File: src/rtl/secded_decoder_72_64.sv
// secded_decoder_72_64: SEC-DED (72,64) decoder with 2-stage valid/ready pipeline and saturating CE/UE counters.
// Define ECC_ERR_LOG_EN to add a sticky first-error log (log_valid/log_ue/log_syndrome/log_code).
module secded_decoder_72_64 #(
  parameter int CNT_W = 16
) (
  input  logic             clk,
  input  logic             rst,
  input  logic             in_valid,
  output logic             in_ready,
  input  logic [71:0]      in_code,
  output logic             out_valid,
  input  logic             out_ready,
  output logic [63:0]      out_data,
  output logic             out_ce,
  output logic             out_ue,
  output logic [7:0]       out_syndrome,
  input  logic             cnt_clr,
  output logic [CNT_W-1:0] ce_count,
  output logic [CNT_W-1:0] ue_count
`ifdef ECC_ERR_LOG_EN
  ,
  output logic             log_valid,
  output logic             log_ue,
  output logic [7:0]       log_syndrome,
  output logic [71:0]      log_code
`endif
);
  function automatic logic [7:0] f_syn(input logic [71:0] c);
    logic [6:0] s;
    s = '0;
    for (int j = 1; j < 72; j++) if (c[j]) s ^= j[6:0];
    return {^c, s};
  endfunction

  // data occupies every non-power-of-two index in ascending order
  function automatic logic [63:0] f_data(input logic [71:0] c);
    logic [63:0] d;
    int k;
    d = '0;
    k = 0;
    for (int j = 1; j < 72; j++) begin
      if ((j & (j - 1)) != 0) begin
        d[k[5:0]] = c[j];
        k++;
      end
    end
    return d;
  endfunction

  logic             r_s1_valid, r_s1_p, r_s2_valid, r_ce, r_ue;
  logic [71:0]      r_s1_code;
  logic [6:0]       r_s1_s;
  logic [63:0]      r_data;
  logic [7:0]       r_syn;
  logic [CNT_W-1:0] r_ce_cnt, r_ue_cnt;
  logic             w_s2_load, w_s1_load, w_xfer, w_ce, w_ue, w_fix_en;
  logic [7:0]       w_syn;
  logic [71:0]      w_fix;

  assign w_s2_load = !r_s2_valid || out_ready;
  assign w_s1_load = !r_s1_valid || w_s2_load;
  assign in_ready  = !rst && w_s1_load;
  assign w_xfer    = r_s2_valid && out_ready;
  assign w_syn     = f_syn(in_code);
  assign w_ce      = r_s1_p && (r_s1_s < 7'd72);
  assign w_ue      = r_s1_p ? (r_s1_s >= 7'd72) : (r_s1_s != 7'd0);
  assign w_fix_en  = w_ce && (r_s1_s != 7'd0);
  assign w_fix     = r_s1_code ^ (w_fix_en ? (72'd1 << r_s1_s) : 72'd0);

  always_ff @(posedge clk) begin
    if (rst) begin
      r_s1_valid <= 1'b0;
      r_s1_code  <= '0;
      r_s1_s     <= '0;
      r_s1_p     <= 1'b0;
      r_s2_valid <= 1'b0;
      r_data     <= '0;
      r_ce       <= 1'b0;
      r_ue       <= 1'b0;
      r_syn      <= '0;
    end else begin
      if (w_s1_load) begin
        r_s1_valid <= in_valid;
        r_s1_code  <= in_code;
        r_s1_s     <= w_syn[6:0];
        r_s1_p     <= w_syn[7];
      end
      if (w_s2_load) begin
        r_s2_valid <= r_s1_valid;
        r_data     <= f_data(w_fix);
        r_ce       <= w_ce;
        r_ue       <= w_ue;
        r_syn      <= {r_s1_p, r_s1_s};
      end
    end
  end

  always_ff @(posedge clk) begin
    if (rst || cnt_clr) begin
      r_ce_cnt <= '0;
      r_ue_cnt <= '0;
    end else begin
      if (w_xfer && r_ce && !(&r_ce_cnt)) r_ce_cnt <= r_ce_cnt + 1'b1;
      if (w_xfer && r_ue && !(&r_ue_cnt)) r_ue_cnt <= r_ue_cnt + 1'b1;
    end
  end

  assign out_valid    = r_s2_valid;
  assign out_data     = r_data;
  assign out_ce       = r_ce;
  assign out_ue       = r_ue;
  assign out_syndrome = r_syn;
  assign ce_count     = r_ce_cnt;
  assign ue_count     = r_ue_cnt;

`ifdef ECC_ERR_LOG_EN
  logic        r_s2_code_vld, r_log_valid, r_log_ue;
  logic [71:0] r_s2_code, r_log_code;
  logic [7:0]  r_log_syn;
  assign r_s2_code_vld = r_s2_valid;
  always_ff @(posedge clk) begin
    if (rst) r_s2_code <= '0;
    else if (w_s2_load) r_s2_code <= r_s1_code;
  end
  // sticky: only the first erroneous transfer after rst/cnt_clr is kept
  always_ff @(posedge clk) begin
    if (rst || cnt_clr) begin
      r_log_valid <= 1'b0;
      r_log_ue    <= 1'b0;
      r_log_syn   <= '0;
      r_log_code  <= '0;
    end else if (w_xfer && r_s2_code_vld && (r_ce || r_ue) && !r_log_valid) begin
      r_log_valid <= 1'b1;
      r_log_ue    <= r_ue;
      r_log_syn   <= r_syn;
      r_log_code  <= r_s2_code;
    end
  end
  assign log_valid    = r_log_valid;
  assign log_ue       = r_log_ue;
  assign log_syndrome = r_log_syn;
  assign log_code     = r_log_code;
`endif
endmodule
File: config.mk
export PLATFORM = sky130hd
export DESIGN_NAME = secded_decoder_72_64
export DESIGN_NICKNAME = d
export VERILOG_FILES = /design/src/rtl/secded_decoder_72_64.sv
export SDC_FILE = /design/constraint.sdc
export NUM_CORES = 1
export LEC_CHECK = 0
export CAP_MARGIN = 40
export CORE_MARGIN = 2
export CORE_UTILIZATION = 51
export DETAILED_ROUTE_END_ITERATION = 10
export PLACE_DENSITY = 0.88
export SLEW_MARGIN = 20
export SYNTH_ARGS = -nofsm -noshare
export SYNTH_HDL_FRONTEND = slang
export SYNTH_SLANG_ARGS = --single-unit
File: constraint.sdc
create_clock -name clk -period 2.23 [get_ports clk]
set_input_delay 0.446 -clock clk [delete_from_list [all_inputs] [get_ports clk]]
set_output_delay 0.446 -clock clk [all_outputs]
set_load 0.03 [all_outputs]
Yosys cells after proc, flatten, opt, wreduce, memory -nomap -nowiden
Cells that the tools add are included.

cells by class
  shift-type cells = 1
  bitwise logic cells = 71
  equal/unequal tests = 0
  add/subtract/negate cells = 64
  order comparisons = 128
  reduce and logical (&&, ||, !) cells = 83
  divide/modulo/power cells = 0
  mux-type cells = 514
  multiply operators = 0

operator list
  operator                                                    number
  2-to-1 mux 64 bit                                           124
  bitwise mux 64 bit                                          63
  2-to-1 mux 6 bit                                            158
  less-than comparator 6 x 7 -> 1 bit, second input constant  63
  demux 1 bit (select 6 bit)                                  63
  >= comparator 6 x 1 -> 1 bit, second input constant         63
  adder 6 x 2 -> 6 bit, second input constant                 62
  2-to-1 mux 5 bit                                            16
  2-to-1 mux 72 bit                                           1
  parity 72 bit                                               1
  << shifter 1 x 7 -> 72 bit, first input constant            1
  XOR 72 bit                                                  1
  logical AND 1 bit                                           71
  NOT 3 bit                                                   23
  2-to-1 mux 1 bit                                            67
  NOT 4 bit                                                   16
  2-to-1 mux 7 bit                                            8
  NOT 2 bit                                                   18
  adder 16 x 1 -> 16 bit, second input constant               2
  2-to-1 mux 4 bit                                            8
  AND reduction 16 bit                                        2
  NOT 5 bit                                                   6
  2-to-1 mux 3 bit                                            4
  >= comparator 7 bit, second input constant                  1
  7 further kinds                                             19

word-level totals
  input port bits = 77
  output and inout bits = 108
  bits in latches = 0
  register bits after elaboration = 188
  memory bits (writable) = 0
  bits in read-only memories = 0
  memories = 0

Depth between registers and ports, before layout
  word-level depth = 195
  gate-level depth with buffers = 8

Least setup slack after synthesis
OpenSTA, ideal clock, no wires.

  path type = register to register
  start = register r_ce_cnt[2], in the netlist ce_count[2]
  end = register r_ce_cnt[15], in the netlist ce_count[15]
  library setup time = 128 ps
  slack = 203 ps
  data required time = 2102 ps
  data arrival time = 1900 ps
  cell stages (with the launch flop) = 7
  clock period less this slack = 2027 ps
  cells stage by stage = dfxtp_1 > and4_1 > nand2_1 > nor4b_1 > nand4_1 > xor2_1 > nor2_1

on the way
  cells in the longest elaborated chain, start to end = 3
  elaborated cells between the ends (all ways) = 4
  those cells by class = add/sub: 1; reduce/logical: 3

ends and longest elaborated chain
  what                                                            RTL line  text
  start: declaration                                              55        logic [CNT_W-1:0] r_ce_cnt, r_ue_cnt;
  start signal: assignment                                        103       if (w_xfer && r_ce && !(&r_ce_cnt)) r_ce_cnt <= r_ce_cnt + 1'b1;
  branches (longest 3 deep; another with adder 16 x 1 -> 16 bit)  -

Parallel ways; which one is timed is not known.
A chain may end at the register's enable or synchronous reset.

Final worst setup path
  start = input in_code[61]
  end = register r_s1_p

on the way
  cells in the longest elaborated chain, start to end = 1

ends and longest elaborated chain
  what                    RTL line  text
  start: declaration      10        input logic [71:0] in_code,
  parity 72 bit           32        return {^c, s};
  end signal: assignment  86        r_s1_p <= w_syn[7];
  end: declaration        50        logic r_s1_valid, r_s1_p, r_s2_valid, r_ce, r_ue;

Every way passes these cells.

==> results.sh <==
export IMPL_setup_viol=0
export IMPL_min_period_over_period=0.960
export IMPL_synth_cell_types=39
export IMPL_ir_drop_v=0.000702
export IMPL_die_y_um=135
export IMPL_powerDensity_mw_per_mm2=820
export IMPL_synth_largest_area_cell="dfxtp_1"
export IMPL_place_gp_congestion=0.986
export IMPL_grt_first_pass_wirelength_um=41600
export IMPL_synthAdderAreaFrac=0.00287
export IMPL_coreArea_sq_mm=0.0166
export IMPL_finalSetupTns_ns=0
export IMPL_fmax_mhz=467
export IMPL_synth_top_family_by_area="XOR/XNOR gates"
export IMPL_final_cell_mix="204 x nand2_1, 182 x clkdlybuf4s50_1, 180 x dfxtp_1, 123 x nor2_1, 111 x xnor2_1"
export IMPL_yosys_area_top_type_share=0.413
export IMPL_cts_max_level=4
export IMPL_crit_type="in2reg"
export IMPL_drv_slew=0
export IMPL_worstSkewPairLatency_ns=0.44
export IMPL_clock_skew_ns=0.00660
export IMPL_status="complete, no violations"
export IMPL_synth_area_leaders="dfxtp_1 41%, xnor2_1 11%, nand2_1 8.8%"
export IMPL_ys_seq_area_frac=0.413
export IMPL_track_usage=0.291
export IMPL_synth_cells=1056
export IMPL_drt_wl_total_um=26500
export IMPL_die_area_sq_mm=0.0182
export IMPL_yosys_area_share_simple=0.210
export IMPL_rsz0062_at_grt="true"
export IMPL_required_ns=2.58
export IMPL_antenna_found_initial=0
export IMPL_synth_fp_nets=1135
export IMPL_path_clk_slew_ns=0.07
export IMPL_regToRegSetupSlack_ns=0.10
export IMPL_slew_headroom=0.537
export IMPL_ant_nets=0
export IMPL_drc=0
export IMPL_cts_buffer_depth=2
export IMPL_utilization=0.721
export IMPL_finalHoldViolCount=0
export IMPL_synth_mux_area_frac=0.00115
export IMPL_drive_above_1_share=0.114
export IMPL_tightest_slew_ns=0.689
export IMPL_synth_xor_area_share=0.220
export IMPL_postSynthAreaPerCell_sq_um=8.27
export IMPL_synth_compound_area_frac=0.124
export IMPL_diodes=0
export IMPL_initial_core_util=0.525
export IMPL_grt_max_degree=149
export IMPL_layout_min_cycle_time_ns=2.14
export IMPL_cts_root_buf="clkbuf_16"
export IMPL_start_kind="input port"
export IMPL_nNetsFinal=1368
export IMPL_vias=8429
export IMPL_clock_sinks=180
export IMPL_hp_class="reg2reg"
export IMPL_overflow=0
export IMPL_path_max_fanout=2
export IMPL_cts_tree="done"
export IMPL_arrival_ns=2.50
export IMPL_die_w_um=135
export IMPL_drt_iter0_drc=763
export IMPL_yosys_warnings=0
export IMPL_end_kind="flip-flop"
export IMPL_finalPower_mw=9.85
export IMPL_wl_per_cell_um=17.4
export IMPL_cap_violations=0
export IMPL_syn_to_final_growth_pct=37.5
export IMPL_viasPerCell=5.54
export IMPL_dp_hpwl_um=19100
export IMPL_drt_pass1_iterations=6
export IMPL_synth_area_sq_mm=0.00873
export IMPL_port_buffers=184
export IMPL_p_leak_nw=4.60
export IMPL_ys_ff_latch=180
export IMPL_grt_pass1_vias=8027
export IMPL_row_count=47
export IMPL_ios=185
export IMPL_cts_hold_buf=0
export IMPL_numCtsBuffers=17
export IMPL_final_common_cell="nand2_1"
[registers in the layout, indices dropped and copies added (netlist names)]
register      flops
r_s1_p            1
out_valid         1
r_s1_valid        1
out_data         64
ce_count         16
ue_count         16
out_syndrome      8
r_s1_code        64
out_ce            1
out_ue            1
r_s1_s            7
[path summary, 6_finish.rpt]
check / start / end / cells after the start
min reg2reg: out_syndrome[1] / out_syndrome[1] / 2
min: out_syndrome[1] / out_syndrome[1] / 2
max reg2reg: r_s1_s[3] / out_data[20] / 7
max: in_code[61] / r_s1_p / 9
[synthesized netlist by cell type]
cell,count
nand2_1,205
dfxtp_1,180
nor2_1,123
xnor2_1,112
xor2_1,86
a21oi_1,76
clkbuf_1,62
a211oi_1,53
o21ai_0,22
or3_1,21
a311oi_1,18
nand3_1,18
nand4_1,12
nor3_1,12
and3_1,9
xnor2_2,8
and2_1,5
and4_1,4
nand2b_1,3
or2_2,3
buf_1,2
ha_1,2
inv_1,2
nand3b_1,2
xnor3_1,2
a211oi_2,1
a21o_1,1
a31oi_2,1
and3b_1,1
buf_2,1
mux2i_1,1
nor2b_1,1
nor3b_1,1
nor3b_2,1
nor4b_1,1
nor4b_2,1
o31ai_1,1
or3b_1,1
xor2_2,1
[critical path, stage by stage]
cell             delay [ns]
clkdlybuf4s50_1        0.44
xnor2_1                0.33
xnor2_2                0.11
buf_4                  0.16
xnor2_2                0.27
xnor2_2                0.15
xnor2_2                0.26
xnor2_1                0.12
a211oi_2               0.21
[per-layer routing]
layer | GRT usage | part of all wire | vias up
met5 | 0 | 0 | -
met4 | 0.120 | 0.039 | 0
met3 | 0.0672 | 0.094 | 80
met2 | 0.489 | 0.48 | 436
met1 | 0.361 | 0.38 | 3933
li1 | - | - | 3980
[where the power goes]
group / switching [mW] / internal, mW
registers: 0.223 / 3.46
clock network: 1.34 / 1.73
logic: 1.64 / 1.45
[logic make-up after synthesis]
kind of cell               after synthesis
AOI/OAI and AO/OA                      173
xor gates and xnor gates               209
adders and majority gates                2
buffers and inverters                   67
DFF                                    180
muxes                                    1
and+or+nand+nor                        424
[repair_timing]
item / 4_1_cts / 5_1_grt
gates resized for setup: 0 / 1
endpoints found under the setup margin: 0 / 2
buffers inserted: 0 / 1
endpoints found under the hold margin: 0 / 0
[per-stage QoR]
| step | std cells | setup slack (ns) | hold slack (ns) | instance area, sq um |
|---|---|---|---|---|
| after floorplan | 1056 | 0.203 | 0.437 | 8730 |
| after global placement | 1489 | -0.292 | 0.438 | 11400 |
| after CTS | 1521 | 0.0962 | 0.455 | 12000 |
| after global routing | 1522 | -0.0247 | 0.472 | 12000 |
| final | 1522 | 0.0890 | 0.451 | 12000 |
| after detailed placement | 1489 | -0.350 | 0.447 | 11400 |
[final cells by class]
type,count,area [sq um]
tap,220,275
multi-input combinational,809,4900
clock buffer,19,453
inverter,2,7.51
fill,1170,4640
clock inverter,13,146
sequential,180,3600
timing repair buffer,279,2630
Power figures use the tool's default switching activity.
